==> config.mk <==
export PLATFORM = sky130hd
export DESIGN_NAME = axi4_burst_master
export DESIGN_NICKNAME = d
export VERILOG_FILES = /design/src/rtl/axi4_burst_master_pkg.sv /design/src/rtl/axi4_burst_master.sv
export SDC_FILE = /design/constraint.sdc
export NUM_CORES = 1
export LEC_CHECK = 0
export BUFFER_PORTS_ARGS = -buffer_cell sky130_fd_sc_hd__buf_2
export CORE_ASPECT_RATIO = 2
export CORE_MARGIN = 3
export CORE_UTILIZATION = 47
export DETAILED_ROUTE_END_ITERATION = 8
export GPL_ROUTABILITY_DRIVEN = 0
export PLACE_DENSITY = 0.87
export SYNTH_ARGS = -nofsm -noshare
export SYNTH_HDL_FRONTEND = slang
export SYNTH_SLANG_ARGS = --single-unit
==> constraint.sdc <==
create_clock -name ACLK -period 6.29 [get_ports ACLK]
set_input_delay 0.629 -clock ACLK [delete_from_list [all_inputs] [get_ports ACLK]]
set_output_delay 0.629 -clock ACLK [all_outputs]
set_load 0.03 [all_outputs]
==> src/rtl/axi4_burst_master_pkg.sv <==
// axi4_burst_master_pkg: FSM states and fixed AXI encodings shared by the burst self-test master
package axi4_burst_master_pkg;
  typedef enum logic [2:0] {IDLE, AW, W, B, AR, R, FIN} state_e;
  localparam logic [1:0] RESP_OKAY = 2'b00;
  localparam logic [1:0] BURST_INCR = 2'b01;
  localparam logic [2:0] AxSIZE_4B = 3'b010;
  localparam logic [3:0] AxCACHE_DEFAULT = 4'b0011;
endpackage

==> src/rtl/axi4_burst_master.sv <==
// axi4_burst_master: writes C_NUM_BURSTS INCR bursts of an incrementing pattern, reads them back and checks every beat
module axi4_burst_master
  import axi4_burst_master_pkg::*;
#(
  parameter int unsigned C_ADDR_WIDTH = 32,
  parameter int unsigned C_DATA_WIDTH = 32,
  parameter int unsigned C_ID_WIDTH = 1,
  parameter int unsigned C_BURST_LEN = 8,
  parameter int unsigned C_NUM_BURSTS = 4,
  parameter logic [C_ADDR_WIDTH-1:0] C_TARGET_BASE = '0
) (
  input  logic                      ACLK,
  input  logic                      ARESET,
  input  logic                      START,
  output logic                      BUSY,
  output logic                      DONE,
  output logic                      ERROR,
  output logic [C_ID_WIDTH-1:0]     M_AXI_AWID,
  output logic [C_ADDR_WIDTH-1:0]   M_AXI_AWADDR,
  output logic [7:0]                M_AXI_AWLEN,
  output logic [2:0]                M_AXI_AWSIZE,
  output logic [1:0]                M_AXI_AWBURST,
  output logic                      M_AXI_AWLOCK,
  output logic [3:0]                M_AXI_AWCACHE,
  output logic [2:0]                M_AXI_AWPROT,
  output logic [3:0]                M_AXI_AWQOS,
  output logic                      M_AXI_AWVALID,
  input  logic                      M_AXI_AWREADY,
  output logic [C_DATA_WIDTH-1:0]   M_AXI_WDATA,
  output logic [C_DATA_WIDTH/8-1:0] M_AXI_WSTRB,
  output logic                      M_AXI_WLAST,
  output logic                      M_AXI_WVALID,
  input  logic                      M_AXI_WREADY,
  input  logic [C_ID_WIDTH-1:0]     M_AXI_BID,
  input  logic [1:0]                M_AXI_BRESP,
  input  logic                      M_AXI_BVALID,
  output logic                      M_AXI_BREADY,
  output logic [C_ID_WIDTH-1:0]     M_AXI_ARID,
  output logic [C_ADDR_WIDTH-1:0]   M_AXI_ARADDR,
  output logic [7:0]                M_AXI_ARLEN,
  output logic [2:0]                M_AXI_ARSIZE,
  output logic [1:0]                M_AXI_ARBURST,
  output logic                      M_AXI_ARLOCK,
  output logic [3:0]                M_AXI_ARCACHE,
  output logic [2:0]                M_AXI_ARPROT,
  output logic [3:0]                M_AXI_ARQOS,
  output logic                      M_AXI_ARVALID,
  input  logic                      M_AXI_ARREADY,
  input  logic [C_ID_WIDTH-1:0]     M_AXI_RID,
  input  logic [C_DATA_WIDTH-1:0]   M_AXI_RDATA,
  input  logic [1:0]                M_AXI_RRESP,
  input  logic                      M_AXI_RLAST,
  input  logic                      M_AXI_RVALID,
  output logic                      M_AXI_RREADY
);
  localparam logic [7:0] LAST_BEAT = 8'(C_BURST_LEN - 1);
  localparam logic [3:0] LAST_BURST = 4'(C_NUM_BURSTS - 1);
  localparam logic [C_ADDR_WIDTH-1:0] STRIDE = C_ADDR_WIDTH'(C_BURST_LEN * 4);
  localparam logic [31:0] LEN32 = 32'(C_BURST_LEN);
  state_e state_q, state_d;
  logic [7:0] beat_q, beat_d;
  logic [3:0] burst_q, burst_d;
  logic err_q, err_d, done_q, done_d, busy_q;
  logic awvalid_q, wvalid_q, wlast_q, bready_q, arvalid_q, rready_q;
  logic [C_ADDR_WIDTH-1:0] addr_q;
  logic [C_DATA_WIDTH-1:0] wdata_q;
  logic unused_ids;
  function automatic logic [C_DATA_WIDTH-1:0] pattern(input logic [3:0] bu, input logic [7:0] be);
    return C_DATA_WIDTH'(LEN32 * 32'(bu) + 32'(be) + 32'd1);
  endfunction
  always_comb begin
    state_d = state_q;
    beat_d = beat_q;
    burst_d = burst_q;
    err_d = err_q;
    done_d = done_q;
    case (state_q)
      IDLE: if (START) begin
        state_d = AW;
        beat_d = '0;
        burst_d = '0;
        err_d = 1'b0;
        done_d = 1'b0;
      end
      AW: state_d = M_AXI_AWREADY ? W : AW;
      W: if (M_AXI_WREADY) begin
        beat_d = beat_q == LAST_BEAT ? '0 : beat_q + 8'd1;
        state_d = beat_q == LAST_BEAT ? B : W;
      end
      B: if (M_AXI_BVALID) begin
        err_d = err_q | (M_AXI_BRESP != RESP_OKAY);
        burst_d = burst_q == LAST_BURST ? '0 : burst_q + 4'd1;
        state_d = burst_q == LAST_BURST ? AR : AW;
      end
      AR: state_d = M_AXI_ARREADY ? R : AR;
      // burst end is counted locally so a bad RLAST only flags ERROR
      R: if (M_AXI_RVALID) begin
        err_d = err_q | (M_AXI_RDATA != pattern(burst_q, beat_q)) | (M_AXI_RRESP != RESP_OKAY)
              | (M_AXI_RLAST != (beat_q == LAST_BEAT));
        beat_d = beat_q == LAST_BEAT ? '0 : beat_q + 8'd1;
        if (beat_q == LAST_BEAT) begin
          burst_d = burst_q == LAST_BURST ? burst_q : burst_q + 4'd1;
          state_d = burst_q == LAST_BURST ? FIN : AR;
          done_d = burst_q == LAST_BURST;
        end
      end
      default: state_d = IDLE;
    endcase
  end
  always_ff @(posedge ACLK or posedge ARESET) begin
    if (ARESET) begin
      state_q <= IDLE;
      beat_q <= '0;
      burst_q <= '0;
      err_q <= 1'b0;
      done_q <= 1'b0;
      busy_q <= 1'b0;
      awvalid_q <= 1'b0;
      wvalid_q <= 1'b0;
      wlast_q <= 1'b0;
      bready_q <= 1'b0;
      arvalid_q <= 1'b0;
      rready_q <= 1'b0;
      addr_q <= '0;
      wdata_q <= '0;
    end else begin
      state_q <= state_d;
      beat_q <= beat_d;
      burst_q <= burst_d;
      err_q <= err_d;
      done_q <= done_d;
      busy_q <= state_d != IDLE && state_d != FIN;
      awvalid_q <= state_d == AW;
      wvalid_q <= state_d == W;
      wlast_q <= state_d == W && beat_d == LAST_BEAT;
      bready_q <= state_d == B;
      arvalid_q <= state_d == AR;
      rready_q <= state_d == R;
      addr_q <= C_TARGET_BASE + STRIDE * C_ADDR_WIDTH'(burst_d);
      wdata_q <= pattern(burst_d, beat_d);
    end
  end
  assign BUSY = busy_q;
  assign DONE = done_q;
  assign ERROR = err_q;
  assign M_AXI_AWID = '0;
  assign M_AXI_AWADDR = addr_q;
  assign M_AXI_AWLEN = LAST_BEAT;
  assign M_AXI_AWSIZE = AxSIZE_4B;
  assign M_AXI_AWBURST = BURST_INCR;
  assign M_AXI_AWLOCK = 1'b0;
  assign M_AXI_AWCACHE = AxCACHE_DEFAULT;
  assign M_AXI_AWPROT = '0;
  assign M_AXI_AWQOS = '0;
  assign M_AXI_AWVALID = awvalid_q;
  assign M_AXI_WDATA = wdata_q;
  assign M_AXI_WSTRB = '1;
  assign M_AXI_WLAST = wlast_q;
  assign M_AXI_WVALID = wvalid_q;
  assign M_AXI_BREADY = bready_q;
  assign M_AXI_ARID = '0;
  assign M_AXI_ARADDR = addr_q;
  assign M_AXI_ARLEN = LAST_BEAT;
  assign M_AXI_ARSIZE = AxSIZE_4B;
  assign M_AXI_ARBURST = BURST_INCR;
  assign M_AXI_ARLOCK = 1'b0;
  assign M_AXI_ARCACHE = AxCACHE_DEFAULT;
  assign M_AXI_ARPROT = '0;
  assign M_AXI_ARQOS = '0;
  assign M_AXI_ARVALID = arvalid_q;
  assign M_AXI_RREADY = rready_q;
  assign unused_ids = ^{M_AXI_BID, M_AXI_RID};
endmodule

==> metrics.txt <==
commonest non-fill, non-tap cell in the layout conb_1; Iter 0 DRT Violations 110; Simple-Gate Fraction of Synth Area approximately 18%; initial antenna violation count 0; Leak roughly 1.8 nW; CP Launch Point beat_q[0]; PwrDens 367 nW/um^2; clock sink count 33; sequential share of the synthesized area about 25%; crit-path max FO 9; min-delay worst type primary input to async pin; Clock Path Buffers 2; Final Hold Fails 0; Mean Syn Cell Area between 8 and 9 um^2; total CTS buffers 5; fmax slightly above 300 MHz; vias in the first global route between 2000 and 2500; postcts setup bufs 0; Worst-Margin Slew 714 ps; Psw 599 uW; commonest cells after routing, fill and taps aside conb_1 (135), buf_2 (70), dfrtp_1 (33); # port buffers 70; clock slew at reported path FFs around 60 ps; CP required about 6500 ps; pin count of the biggest net entering global routing 34; Peak VDD IR approximately 0.00016 V; number of max-cap violations 0; setup violators final 0; Syn. warnings 0; Sequential Power Share about 28%; root buf cell clkbuf_16; Clock Skew between 6 and 7 ps; Data arrival, critical path 3460 ps; Die X 65.4 um; top cell type's share of synthesized area roughly a third; # fillers between 600 and 700; core area slightly below 7000 um^2; post-synth cell types between 50 and 60; H-tree levels 2; mux share of post-synthesis cell area less than 1%; first drt pass iteration count 4; RSZ-0062 raised after global routing no; Synth Register Bits 33; cell taking the most area after synthesis buf_4; TritonCTS clock tree done; antenna fix cells 0; grt ovf 0; Post-synth ARST share 100%; clock network power share between 20 and 25%; synth top area cells buf_4 (32%), dfrtp_1 (25%), ha_1 (4.5%); first-pass GRT wire length approximately 11000 um; io pins approximately 210; final slew viol count 0; synthesized cell area 3310 um^2; die area between 8000 and 9000 um^2; Setup TNS 0 ps; Crit Path Class flip-flop to flip-flop; r2r startpoint beat_q[0]; Initial Utilization 49.2%; CP Capture Type flip-flop; global-route usage over all layers approximately 17%; run status finished clean; cts hold-fix bufs 0; fin nets approximately 520; Comb power frac approximately half; Adder-Cell Fraction of Synth Area 4.53%; Vias 2689; final antenna-violating net count 0; combinational family with the most area after synthesis buffers and inverters; R2R Setup Slk 2990 ps; Final HPWL DP roughly 6000 um; final WL 7270 um; final worst setup slack between 2000 and 3000 ps; Synth Area in Compound Gates around an eighth; slew margin rel. slightly above 50%; Tot Pwr 1.23 mW; FP Rows 42; XOR/XNOR Fraction of Synth Area 5.29%; drt via density around 4.9; post_cts resized 0; crit path time final 3300 ps; period utilization a little over half; Place WS about 3000 ps; area growth from synthesis to layout 1.47%; Die H 125 um; EDFF count, synth 0; CP Launch Type flip-flop; Synth Instances roughly 400; routed len/inst about 13 um; cell-internal power approximately 630 uW; Post-route DRC 0; share of cells above drive strength 1 a little under a fifth; worst skew pair latency slightly below 300 ps; Sw Ratio 48.6%; Main synth FF type dfrtp_1
-- final cells by class --
class / instances / area [um^2] / area share, %
inverter: 9 / 33.8 / 1.01
clock inverter: 3 / 46.3 / 1.38
timing repair buffer: 71 / 358 / 10.6
tap: 88 / 110 / 3.28
clock buffer: 5 / 125 / 3.72
multi-input combinational: 344 / 1860 / 55.4
sequential: 33 / 826 / 24.6
-- worst paths after layout --
path | end | depth (start not counted)
worst max register to register | M_AXI_WDATA[7] | 13
worst max-delay path | M_AXI_WDATA[7] | 13
max in group asynchronous | beat_q[2] | 3
worst min register to register | DONE | 2
min in group ACLK | DONE | 2
worst min-delay path | M_AXI_ARVALID | 3
-- flip-flops by register name, summed over array words and instances, names as in the netlist, 3 cells and up --
name          flops
state_q           3
M_AXI_WDATA       9
M_AXI_ARADDR      4
beat_q            8
-- power groups by stage --
stage | clock network, mW | registers (mW) | logic (mW)
finish | 0.281 | 0.352 | 0.601
global route | 0.294 | 0.365 | 0.653
CTS | 0.284 | 0.350 | 0.600
detailed placement | 0 | 0.353 | 0.597
global placement | 0 | 0.350 | 0.585
floorplan | 0 | 0.375 | 0.506
-- stage by stage --
step / instances / hold slack [ps] / cell area [um^2] / utilization [%]
after global routing: 553 / 449 / 3360 / 50.0
after floorplan: 534 / 566 / 3810 / -
after CTS: 553 / 428 / 3360 / 50.0
after global placement: 545 / 510 / 3190 / 47.4
after detailed placement: 545 / 512 / 3190 / 47.4
final: 553 / 417 / 3360 / 50.0
-- worst max-delay path: stages (launching register included) --
cell      delay, ps
dfrtp_1         490
ha_1            390
and4bb_1        330
nand4_1         110
a21boi_1        290
nor2_1          140
o21ai_0         170
nand2_1         110
ha_1            390
a21o_1          210
a21o_1          170
a21oi_1         130
o21ai_1          90
xor2_1          160
-- logic make-up (layout without fill, tap and decap cells) --
group,after synthesis,in the layout
AOI/OAI and AO/OA,64,64
xor gates and xnor gates,20,20
adders and majority gates,12,12
buffers and inverters,157,88
DFF,33,33
muxes,1,1
other,2,135
and+or+nand+nor,112,112
-- cells in the mapped netlist (3+ instances only) --
master,n
inv_1,9
buf_4,139
nor3_1,7
a21o_1,4
clkbuf_1,4
a31oi_1,5
o21ai_0,16
nand2b_1,5
a21oi_1,12
o21ai_1,3
and2_1,3
buf_2,4
xor2_1,6
nor4_1,9
nand2_1,25
and3b_1,3
ha_1,12
nor2_1,22
o211ai_1,3
nand4_1,6
nor3b_1,3
nand3_1,15
o31ai_1,3
dfrtp_1,33
xnor2_1,14
-- metal layers --
| metal | part of all wire (%) | GRT usage [%] |
|---|---|---|
| met1 | 29 | 14.8 |
| met2 | 55 | 33.7 |
| met3 | 11 | 2.26 |
| met4 | 4.6 | 12.8 |
| met5 | 0 | 0 |
No activity file was read; power rests on OpenSTA's default activity.
